## src/rtl/qsys_mailbox_pkg.sv

```systemverilog
// qsys_mailbox_pkg: register map, STATUS layout, pending indices and slave FSM states for the host mailbox
package qsys_mailbox_pkg;
  localparam logic [1:0] REG_DATA = 2'd0;
  localparam logic [1:0] REG_STATUS = 2'd1;
  localparam logic [1:0] REG_IRQ_EN = 2'd2;
  localparam logic [1:0] REG_IRQ_STAT = 2'd3;
  localparam int ST_H2F_LVL = 0;
  localparam int ST_F2H_LVL = 8;
  localparam int ST_H2F_FULL = 16;
  localparam int ST_F2H_EMPTY = 17;
  localparam int ST_OVF = 24;
  localparam int ST_UNF = 25;
  localparam int PND_F2H = 0;
  localparam int PND_H2F = 1;
  localparam int PND_ERR = 2;
  typedef enum logic [1:0] {S_IDLE, S_RESP, S_DRAIN} slv_state_e;
endpackage

```

## src/rtl/sc_fifo_fwft.sv

```systemverilog
// sc_fifo_fwft: single-clock first-word-fall-through FIFO; push at full succeeds only alongside a pop
module sc_fifo_fwft #(
  parameter int DW = 32,
  parameter int DEPTH_LOG2 = 4
) (
  input  logic                  q_clock,
  input  logic                  q_reset,
  input  logic                  push,
  input  logic [DW-1:0]         push_data,
  input  logic                  pop,
  output logic [DW-1:0]         head,
  output logic                  full,
  output logic                  empty,
  output logic [DEPTH_LOG2:0]   level
);
  logic [DW-1:0] mem [2**DEPTH_LOG2];
  logic [DEPTH_LOG2-1:0] wp, rp;
  logic wr, rd;
  assign rd = pop & ~empty;
  assign wr = push & (~full | rd);
  assign empty = level == '0;
  assign full = level[DEPTH_LOG2];
  assign head = mem[rp];
  always_ff @(posedge q_clock)
    if (wr) mem[wp] <= push_data;
  always_ff @(posedge q_clock or posedge q_reset)
    if (q_reset) begin
      wp <= '0;
      rp <= '0;
      level <= '0;
    end else begin
      wp <= wp + DEPTH_LOG2'(wr);
      rp <= rp + DEPTH_LOG2'(rd);
      level <= level + (DEPTH_LOG2+1)'(wr) - (DEPTH_LOG2+1)'(rd);
    end
endmodule

```

## src/rtl/qsys_host_mailbox.sv

```systemverilog
// qsys_host_mailbox: Avalon-MM mailbox with host-to-fabric and fabric-to-host FIFOs and a level interrupt
module qsys_host_mailbox
  import qsys_mailbox_pkg::*;
#(
  parameter int DW = 32,
  parameter int DEPTH_LOG2 = 4
) (
  input  logic          q_clock,
  input  logic          q_reset,
  input  logic [1:0]    avs_address,
  input  logic [DW-1:0] avs_writedata,
  input  logic [3:0]    avs_byteenable,
  input  logic          avs_write,
  input  logic          avs_read,
  input  logic          avs_begintransfer,
  output logic [DW-1:0] avs_readdata,
  output logic          avs_readdatavalid,
  output logic          avs_waitrequest,
  output logic [DW-1:0] h2f_data,
  output logic          h2f_valid,
  input  logic          h2f_ready,
  input  logic [DW-1:0] f2h_data,
  input  logic          f2h_valid,
  output logic          f2h_ready,
  output logic          irq
);
  slv_state_e state, nxt;
  logic [DW-1:0] f2h_head, status, rd_val;
  logic [DEPTH_LOG2:0] h2f_level, f2h_level;
  logic h2f_full, h2f_empty, f2h_full, f2h_empty;
  logic accept, wr_ok, wr_data, rd_data, h2f_pop, ovf_set, unf_set, err_clr;
  logic ovf, unf;
  logic [2:0] irq_en, pending;
  logic unused_ok;
  assign unused_ok = &{1'b0, avs_begintransfer, avs_byteenable[3:1]};
  assign accept = state == S_IDLE && avs_read;
  assign wr_ok = state == S_IDLE && avs_write && !avs_read;
  assign wr_data = wr_ok && avs_address == REG_DATA;
  assign rd_data = accept && avs_address == REG_DATA;
  assign h2f_valid = ~h2f_empty;
  assign h2f_pop = h2f_ready & ~h2f_empty;
  assign f2h_ready = ~f2h_full;
  assign ovf_set = wr_data & h2f_full & ~h2f_pop;
  assign unf_set = rd_data & f2h_empty;
  assign err_clr = wr_ok && avs_address == REG_IRQ_STAT && avs_writedata[PND_ERR];
  assign pending = {ovf | unf, h2f_empty, ~f2h_empty};
  sc_fifo_fwft #(.DW(DW), .DEPTH_LOG2(DEPTH_LOG2)) u_h2f (
    .q_clock(q_clock), .q_reset(q_reset), .push(wr_data), .push_data(avs_writedata),
    .pop(h2f_pop), .head(h2f_data), .full(h2f_full), .empty(h2f_empty), .level(h2f_level)
  );
  sc_fifo_fwft #(.DW(DW), .DEPTH_LOG2(DEPTH_LOG2)) u_f2h (
    .q_clock(q_clock), .q_reset(q_reset), .push(f2h_valid & ~f2h_full), .push_data(f2h_data),
    .pop(rd_data), .head(f2h_head), .full(f2h_full), .empty(f2h_empty), .level(f2h_level)
  );
  always_comb begin
    status = '0;
    status[ST_H2F_LVL +: DEPTH_LOG2+1] = h2f_level;
    status[ST_F2H_LVL +: DEPTH_LOG2+1] = f2h_level;
    status[ST_H2F_FULL] = h2f_full;
    status[ST_F2H_EMPTY] = f2h_empty;
    status[ST_OVF] = ovf;
    status[ST_UNF] = unf;
  end
  assign rd_val = avs_address == REG_DATA   ? (f2h_empty ? '0 : f2h_head) :
                  avs_address == REG_STATUS ? status :
                  avs_address == REG_IRQ_EN ? DW'(irq_en) : DW'(pending);
  assign nxt = state == S_IDLE ? (avs_read ? S_RESP : S_IDLE) :
               state == S_RESP ? S_DRAIN : (avs_read ? S_DRAIN : S_IDLE);
  always_ff @(posedge q_clock or posedge q_reset)
    if (q_reset) begin
      state <= S_IDLE;
      avs_readdata <= '0;
      avs_readdatavalid <= 1'b0;
      avs_waitrequest <= 1'b0;
      irq_en <= '0;
      ovf <= 1'b0;
      unf <= 1'b0;
      irq <= 1'b0;
    end else begin
      state <= nxt;
      avs_waitrequest <= nxt != S_IDLE;
      avs_readdatavalid <= nxt == S_RESP;
      if (accept) avs_readdata <= rd_val;
      if (wr_ok && avs_address == REG_IRQ_EN && avs_byteenable[0]) irq_en <= avs_writedata[2:0];
      ovf <= ovf_set | (ovf & ~err_clr);
      unf <= unf_set | (unf & ~err_clr);
      irq <= |(pending & irq_en);
    end
endmodule

```

## config.mk

```make
export PLATFORM = sky130hd
export DESIGN_NAME = qsys_host_mailbox
export DESIGN_NICKNAME = d
export VERILOG_FILES = /design/src/rtl/qsys_mailbox_pkg.sv /design/src/rtl/sc_fifo_fwft.sv /design/src/rtl/qsys_host_mailbox.sv
export SDC_FILE = /design/constraint.sdc
export NUM_CORES = 1
export LEC_CHECK = 0
export CORE_MARGIN = 3
export CORE_UTILIZATION = 65
export DETAILED_ROUTE_END_ITERATION = 10
export PLACE_DENSITY = 0.84
export SETUP_SLACK_MARGIN = 0.1
export SYNTH_ARGS = -nofsm -noshare
export SYNTH_HDL_FRONTEND = slang
export SYNTH_SLANG_ARGS = --single-unit
```

## constraint.sdc

```tcl
create_clock -name q_clock -period 10.3 [get_ports q_clock]
set_input_delay 2.06 -clock q_clock [delete_from_list [all_inputs] [get_ports q_clock]]
set_output_delay 2.06 -clock q_clock [all_outputs]
set_load 0.01 [all_outputs]
```

==> impl_metrics.toml, run 1 <==
[critical_path]
r2r_start = "state[0]$_DFF_PP0_"
critical_path_arrival_ns = 4.16
r2r_slack_ns = 6.68
crit_fanout = 66
startpoint_type = "register"
critPathRequiredTime_ns = 8.24
crit_start = "u_h2f.rp[1]$_DFF_PP0_"
setup.worst_path.end_class = "output port"
worst-setup-path-type = "reg2out"

[timing]
fin_ws_ns = 4.08
fin_worst_skew_ns = 0.0184
tns_ns = 0
whs_ns = 0.482
final-hold-violation-count = 0
max_freq_ghz = 0.161
rsz0062_at_grt = "false"
period_needed_ns = 6.22
slew_headroom = 0.194
slew_viol_final = 0
finalSetupViolCount = 0
tightest_slew_ns = 1.21
fin_crit_sh = 0.604

[pwr]
pwr-share-seq = 0.437
swShare = 0.272
p_sw_mw = 3.44
clockPowerShare = 0.316
max-vdd-ir-drop_mv = 0.245
fin_total_pwr_mw = 12.6
p_per_area_nw_per_um2 = 264
leakage_nw = 15.3
p_int_mw = 9.20
comb_power_share = 0.247

[global_route]
grt.overflow.total = 0
grt_pass1_vias = 21087
grt.met3_usage = 0.0566
grt_max_degree = 93
use_met1 = 0.369
grt_busiest_layer = "met2"
antenna_found_initial = 6
grt_pass1_wl_mm = 141
met2_usage = 0.520
grtUsageTotal = 0.295

[place]
place_ws_ns = 4.68
port_buffers = 141
dp_hpwl_mm = 46.6
place.gp.congestion = 0.745

[clock_tree]
clock_sinks = 1092
cts_tree = "done"
clkLatencyLatePin_ns = 0.65
hold_buffers = 0
numCtsBuffers = 105
cts_root_buf = "clkbuf_16"
cts_post_setup_buffers_inserted = 0
cts_buffer_depth = 3
cts_max_level = 3
cts-resized-gates = 0
clk_pin_slew_ns = 0.06

[routing]
drtPass1Iterations = 6
avgRoutedWirePerCell_um = 33.1
via_count = 19555
via_per_inst = 6.77
drc = 0
finalWirelength_mm = 95.7
drt-initial-drc-count = 2155
antenna_left = 0

[hold_path]
hp-start = "u_h2f.rp[2]$_DFF_PP0_"
hold_path.class = "reg2reg"

[logic_synthesis]
yosys.area.top_type = "edfxtp_1"
netlist_top_cells_area = "edfxtp_1 74%, mux4_2 16%, dfrtp_1 4.1%, mux2i_1 1.5%, ha_1 0.60%"
netlist_area_um2 = 41600
synth_top_area_frac = 0.738
ys_top_cells_by_count = "1024 x edfxtp_1, 299 x mux4_2, 68 x dfrtp_1"
syn_nets = 1848
synth-main-ff-cell = "edfxtp_1"
yosys_warnings = 0
synthCells = 1749
post-synth-top-count-cell = "edfxtp_1"
synth_cell_types = 40
ys_seq_area_frac = 0.779
syn_avg_cell_area_um2 = 23.8
synthArstFlopShare = 0.0623
synth_seq_cells = 1092
synth_edf_count = 1024

[floorplanning]
die-area_um2 = 67100
die_w_um = 259
die_y_um = 259
rows = 92
pin_count = 146
core_area_um2 = 63200
start_util = 0.659

[status]
status = "finished clean"

[flow_run]
drv_cap = 0

[finish]
nets = 2049
finalCoreUtilization = 0.758
layout-area-overhead-vs-synth_pct = 15.0
drive_above_1_share = 0.271
[routing by layer]
metal | vias to the layer above | share of wire
met5 | - | 0.00044
met4 | 8 | 0.038
met3 | 228 | 0.077
met2 | 1109 | 0.54
met1 | 10358 | 0.34
li1 | 7852 | -
[power groups by stage]
stage          registers, mW  logic, mW  clock network (mW)
2_1_floorplan           5.32       2.29                   0
3_3_place_gp            5.58       3.01                   0
3_5_place_dp            5.60       3.09                   0
4_1_cts                 5.52       3.17                4.05
5_1_grt                 5.56       3.32                4.21
6_report                5.52       3.13                4.00
[per-stage QoR]
stage,instance area [um^2],cells
2_1_floorplan,41600,1749
3_3_place_gp,44300,2689
3_5_place_dp,44300,2689
4_1_cts,47900,2885
5_1_grt,47900,2886
6_report,47900,2888
[placed cells by master, fill, tap and decap left out, drive strengths merged, types with 5 or more instances in the layout]
cell	instances
edfxtp	1024
mux4	299
clkdlybuf4s50	141
clkbuf	127
dfrtp	68
mux2i	63
clkinv	47
buf	42
nor2	35
inv	26
ha	20
a22o	18
bufinv	17
and3	10
a221o	10
nand2	9
xnor2	8
xor2	8
nand2b	8
nor3	8
a21oi	7
nand3	7
mux2	5
[layout make-up]
class | instances | area, um^2
clock buffer | 127 | 2780
inverter | 24 | 91.3
timing repair buffer | 183 | 1740
antenna | 3 | 7.51
tap | 846 | 1060
sequential | 1092 | 32500
multi-input combinational | 544 | 8940
clock inverter | 69 | 815
fill | 3145 | 15300
[state kept, by name, indices dropped and copies added, names as in the netlist]
register           cells
avs_readdata          32
avs_readdatavalid      1
avs_waitrequest        1
irq                    1
irq_en                 3
ovf                    1
state                  2
u_f2h.level            5
u_f2h.mem            512
u_f2h.rp               4
u_f2h.wp               4
u_h2f.level            5
u_h2f.mem            512
u_h2f.rp               4
u_h2f.wp               4
unf                    1
[worst paths after layout]
| path | endpoint | cells after the start |
|---|---|---|
| worst min-delay path | u_h2f.rp[2]$_DFF_PP0_ | 1 |
| worst min register to register | u_h2f.rp[2]$_DFF_PP0_ | 1 |
| max in group asynchronous | u_h2f.rp[1]$_DFF_PP0_ | 3 |
| worst max-delay path | h2f_data[22] | 4 |
| worst max register to register | u_f2h.level[4]$_DFF_PP0_ | 13 |
| min in group asynchronous | avs_readdata[23]$_DFFE_PP0P_ | 3 |
[cell families (layout without fill, tap and decap cells)]
kind of cell	Yosys count	in the layout	share of synthesized area
buf+inv	113	403	0.0117
other cells	0	3	0
fa+ha+maj	22	22	0.00697
mux	367	367	0.178
flops	1092	1092	0.779
simple gates	89	89	0.0108
xor+xnor	16	16	0.00337
compound gates	50	50	0.00979
[worst max-delay path: stages, from the launching register on]
cell and delay, ns:
dfrtp_4 1.06, buf_4 0.85, mux4_2 0.46, mux4_2 0.51, clkdlybuf4s50_1 0.50
Power figures use the tool's default switching activity.
==> run 2, diff against run 1 <==
--- a/config.mk
+++ b/config.mk
@@ -6,9 +6,9 @@
 export NUM_CORES = 1
 export LEC_CHECK = 0
 export CORE_MARGIN = 3
-export CORE_UTILIZATION = 65
+export CORE_UTILIZATION = 55
 export DETAILED_ROUTE_END_ITERATION = 10
-export PLACE_DENSITY = 0.84
+export PLACE_DENSITY = 0.76
 export SETUP_SLACK_MARGIN = 0.1
 export SYNTH_ARGS = -nofsm -noshare
 export SYNTH_HDL_FRONTEND = slang
==> constraint.sdc (replaced) <==
create_clock -name q_clock -period 5.3 [get_ports q_clock]
set_input_delay 1.06 -clock q_clock [delete_from_list [all_inputs] [get_ports q_clock]]
set_output_delay 1.06 -clock q_clock [all_outputs]
set_load 0.01 [all_outputs]
==> run 2 against run 1 <==
- sequential cell count unchanged
- first-iteration DRC count shrank 14%
- global-route usage down 7.0 points
- routed wire length decreased by 9.6%
- clock power up 89%
==> impl_metrics.toml, run 2 (same netlist as run 1, synthesis figures left out) <==
[global_route]
grt.overflow.total = 0
grt_pass1_wl_mm = 130
grt_pass1_vias = 20061
grt_max_degree = 83
antenna_found_initial = 5
grtUsageTotal = 0.225

[status]
status = "finished clean"

[critical_path]
critPathRequiredTime_ns = 4.24
r2r_end = "u_h2f.mem[0][2]$_DFFE_PP_"
cp_cell_sequence = "buf_12, mux4_2, mux4_2, clkdlybuf4s50_1"
setup.worst_path.end_class = "output port"
slowest_stage = "dfrtp_4"
crit_fanout = 51
r2r_slack_ns = 2.17
critPathMaxStageDelay_ns = 0.80
startpoint_type = "register"
ff2ff_path_depth = 5
worst-setup-path-type = "reg2out"
critical_path_arrival_ns = 3.56
critPathMostFrequentCell = "mux4_2"
r2r_start = "state[0]$_DFF_PP0_"

[clock_tree]
cts_tree = "done"
cts_post_setup_buffers_inserted = 0
cts-resized-gates = 0
clkLatencyLatePin_ns = 0.67
cts_buffer_depth = 3
numCtsBuffers = 107
cts_max_level = 3
clock_sinks = 1092
cts_root_buf = "clkbuf_16"
clk_pin_slew_ns = 0.06
hold_buffers = 0

[routing]
drc = 0
finalWirelength_mm = 86.5
antenna_left = 0
via_per_inst = 6.26
drtPass1Iterations = 5
drt-initial-drc-count = 1851
avgRoutedWirePerCell_um = 28.6
via_count = 18907

[finish]
mostFrequentLayoutCell = "edfxtp_1"
final_cell_mix = "1024 x edfxtp_1, 299 x mux4_2, 141 x clkdlybuf4s50_1"
final_area_um2 = 48200
drive_above_1_share = 0.271
layout-area-overhead-vs-synth_pct = 15.8
nets = 2057
fill_cells = 4596
reg_top3 = "u_f2h.mem: 512 flops, u_h2f.mem: 512 flops, avs_readdata: 32 flops"

[place]
place.gp.congestion = 0.743
dpl-instance-area_um2 = 44700
dp_hpwl_mm = 46.0
port_buffers = 141

[pwr]
p_sw_mw = 6.55
pwr-share-seq = 0.440
p_int_mw = 17.8
p_per_area_nw_per_um2 = 504
max-vdd-ir-drop_mv = 0.371
comb_power_share = 0.249
leakage_nw = 15.4
swShare = 0.269
clockPowerShare = 0.311

[floorplanning]
die_y_um = 281
die-area_um2 = 79100
pin_count = 146
die_w_um = 281
start_util = 0.558
core_area_um2 = 74700
rows = 100

[timing]
slew_viol_final = 0
tightest_slew_ns = 1.19
finalSetupViolCount = 0
tns_ns = 0
whs_ns = 0.509
fin_worst_skew_ns = 0.0238
slew_headroom = 0.208
max_freq_ghz = 0.217
rsz0062_at_grt = "false"
fin_crit_sh = 0.871
period_needed_ns = 4.62
final-hold-violation-count = 0

[hold_path]
hold_path.class = "reg2reg"
hold_depth = 1
hp-start = "avs_readdata[22]$_DFFE_PP0P_"
holdPathEnd = "avs_readdata[22]$_DFFE_PP0P_"

[flow_run]
drv_cap = 0
## run 2: changes by cell type in the layout (fill, tap and decap cells not counted), moves of 3 or more
| cell | previous run | this run |
|---|---|---|
| clkbuf_16 | 105 | 109 |
| buf_12 | 1 | 14 |
| bufinv_16 | 17 | 12 |
| clkbuf_8 | 7 | 2 |
| buf_4 | 41 | 34 |
| clkinv_2 | 21 | 24 |
| clkbuf_1 | 15 | 23 |
## run 2: power groups by stage
stage                     Combinational, mW  Clock (mW)  Sequential, mW
after CTS                              6.19        7.69            10.7
after global routing                   6.47        8.02            10.8
after global placement                 6.03           0            10.9
after detailed placement               6.14           0            10.9
final                                  6.05        7.56            10.7
after floorplan                        4.45           0            10.3
## run 2: worst max-delay path by stage
stage	start	to	slack [ns]	cells after the start
finish	u_h2f.rp[0]$_DFF_PP0_	h2f_data[11]	0.68	4
global route	u_h2f.rp[0]$_DFF_PP0_	h2f_data[11]	0.51	4
CTS	u_h2f.rp[0]$_DFF_PP0_	h2f_data[11]	0.59	4
detailed placement	avs_read	u_h2f.mem[0][18]$_DFFE_PP_	0.94	6
global placement	avs_read	u_h2f.mem[0][18]$_DFFE_PP_	1.04	6
floorplan	avs_read	u_h2f.mem[0][0]$_DFFE_PP_	0.29	5
## run 2: layer usage
metal / track usage / routed length (um) / vias up
li1: - / - / 7877
met1: 0.296 / 32900 / 10141
met2: 0.396 / 46300 / 744
met3: 0.0341 / 5250 / 141
met4: 0.0619 / 1960 / 4
met5: 0 / 23 / -
## run 2: final cells by class
type / count / area, um^2 / area share
Antenna cell: 4 / 10.0 / 0.000208
Multi-Input combinational cell: 544 / 8940 / 0.185
Timing Repair Buffer: 189 / 1950 / 0.0404
Tap cell: 969 / 1210 / 0.0251
Clock inverter: 66 / 713 / 0.0148
Inverter: 24 / 91.3 / 0.00189
Sequential cell: 1092 / 32500 / 0.673
Clock buffer: 134 / 2840 / 0.0589
## run 2: stage by stage
step           setup slack (ns)  std cells  utilization  power (mW)
5_1_grt                   0.505       3019        0.646        25.3
2_1_floorplan             0.288       1749            -        14.8
4_1_cts                   0.587       3018        0.645        24.6
6_report                  0.685       3022        0.646        24.3
3_3_place_gp               1.04       2818        0.598        16.9
3_5_place_dp              0.935       2818        0.598        17.0
## run 2: worst max-delay path, delay by kind of cell (launching register included)
family | cells | cell delay, ns
buffers and inverters | 2 | 0.90
flip-flops | 1 | 0.80
multiplexers | 2 | 1.09
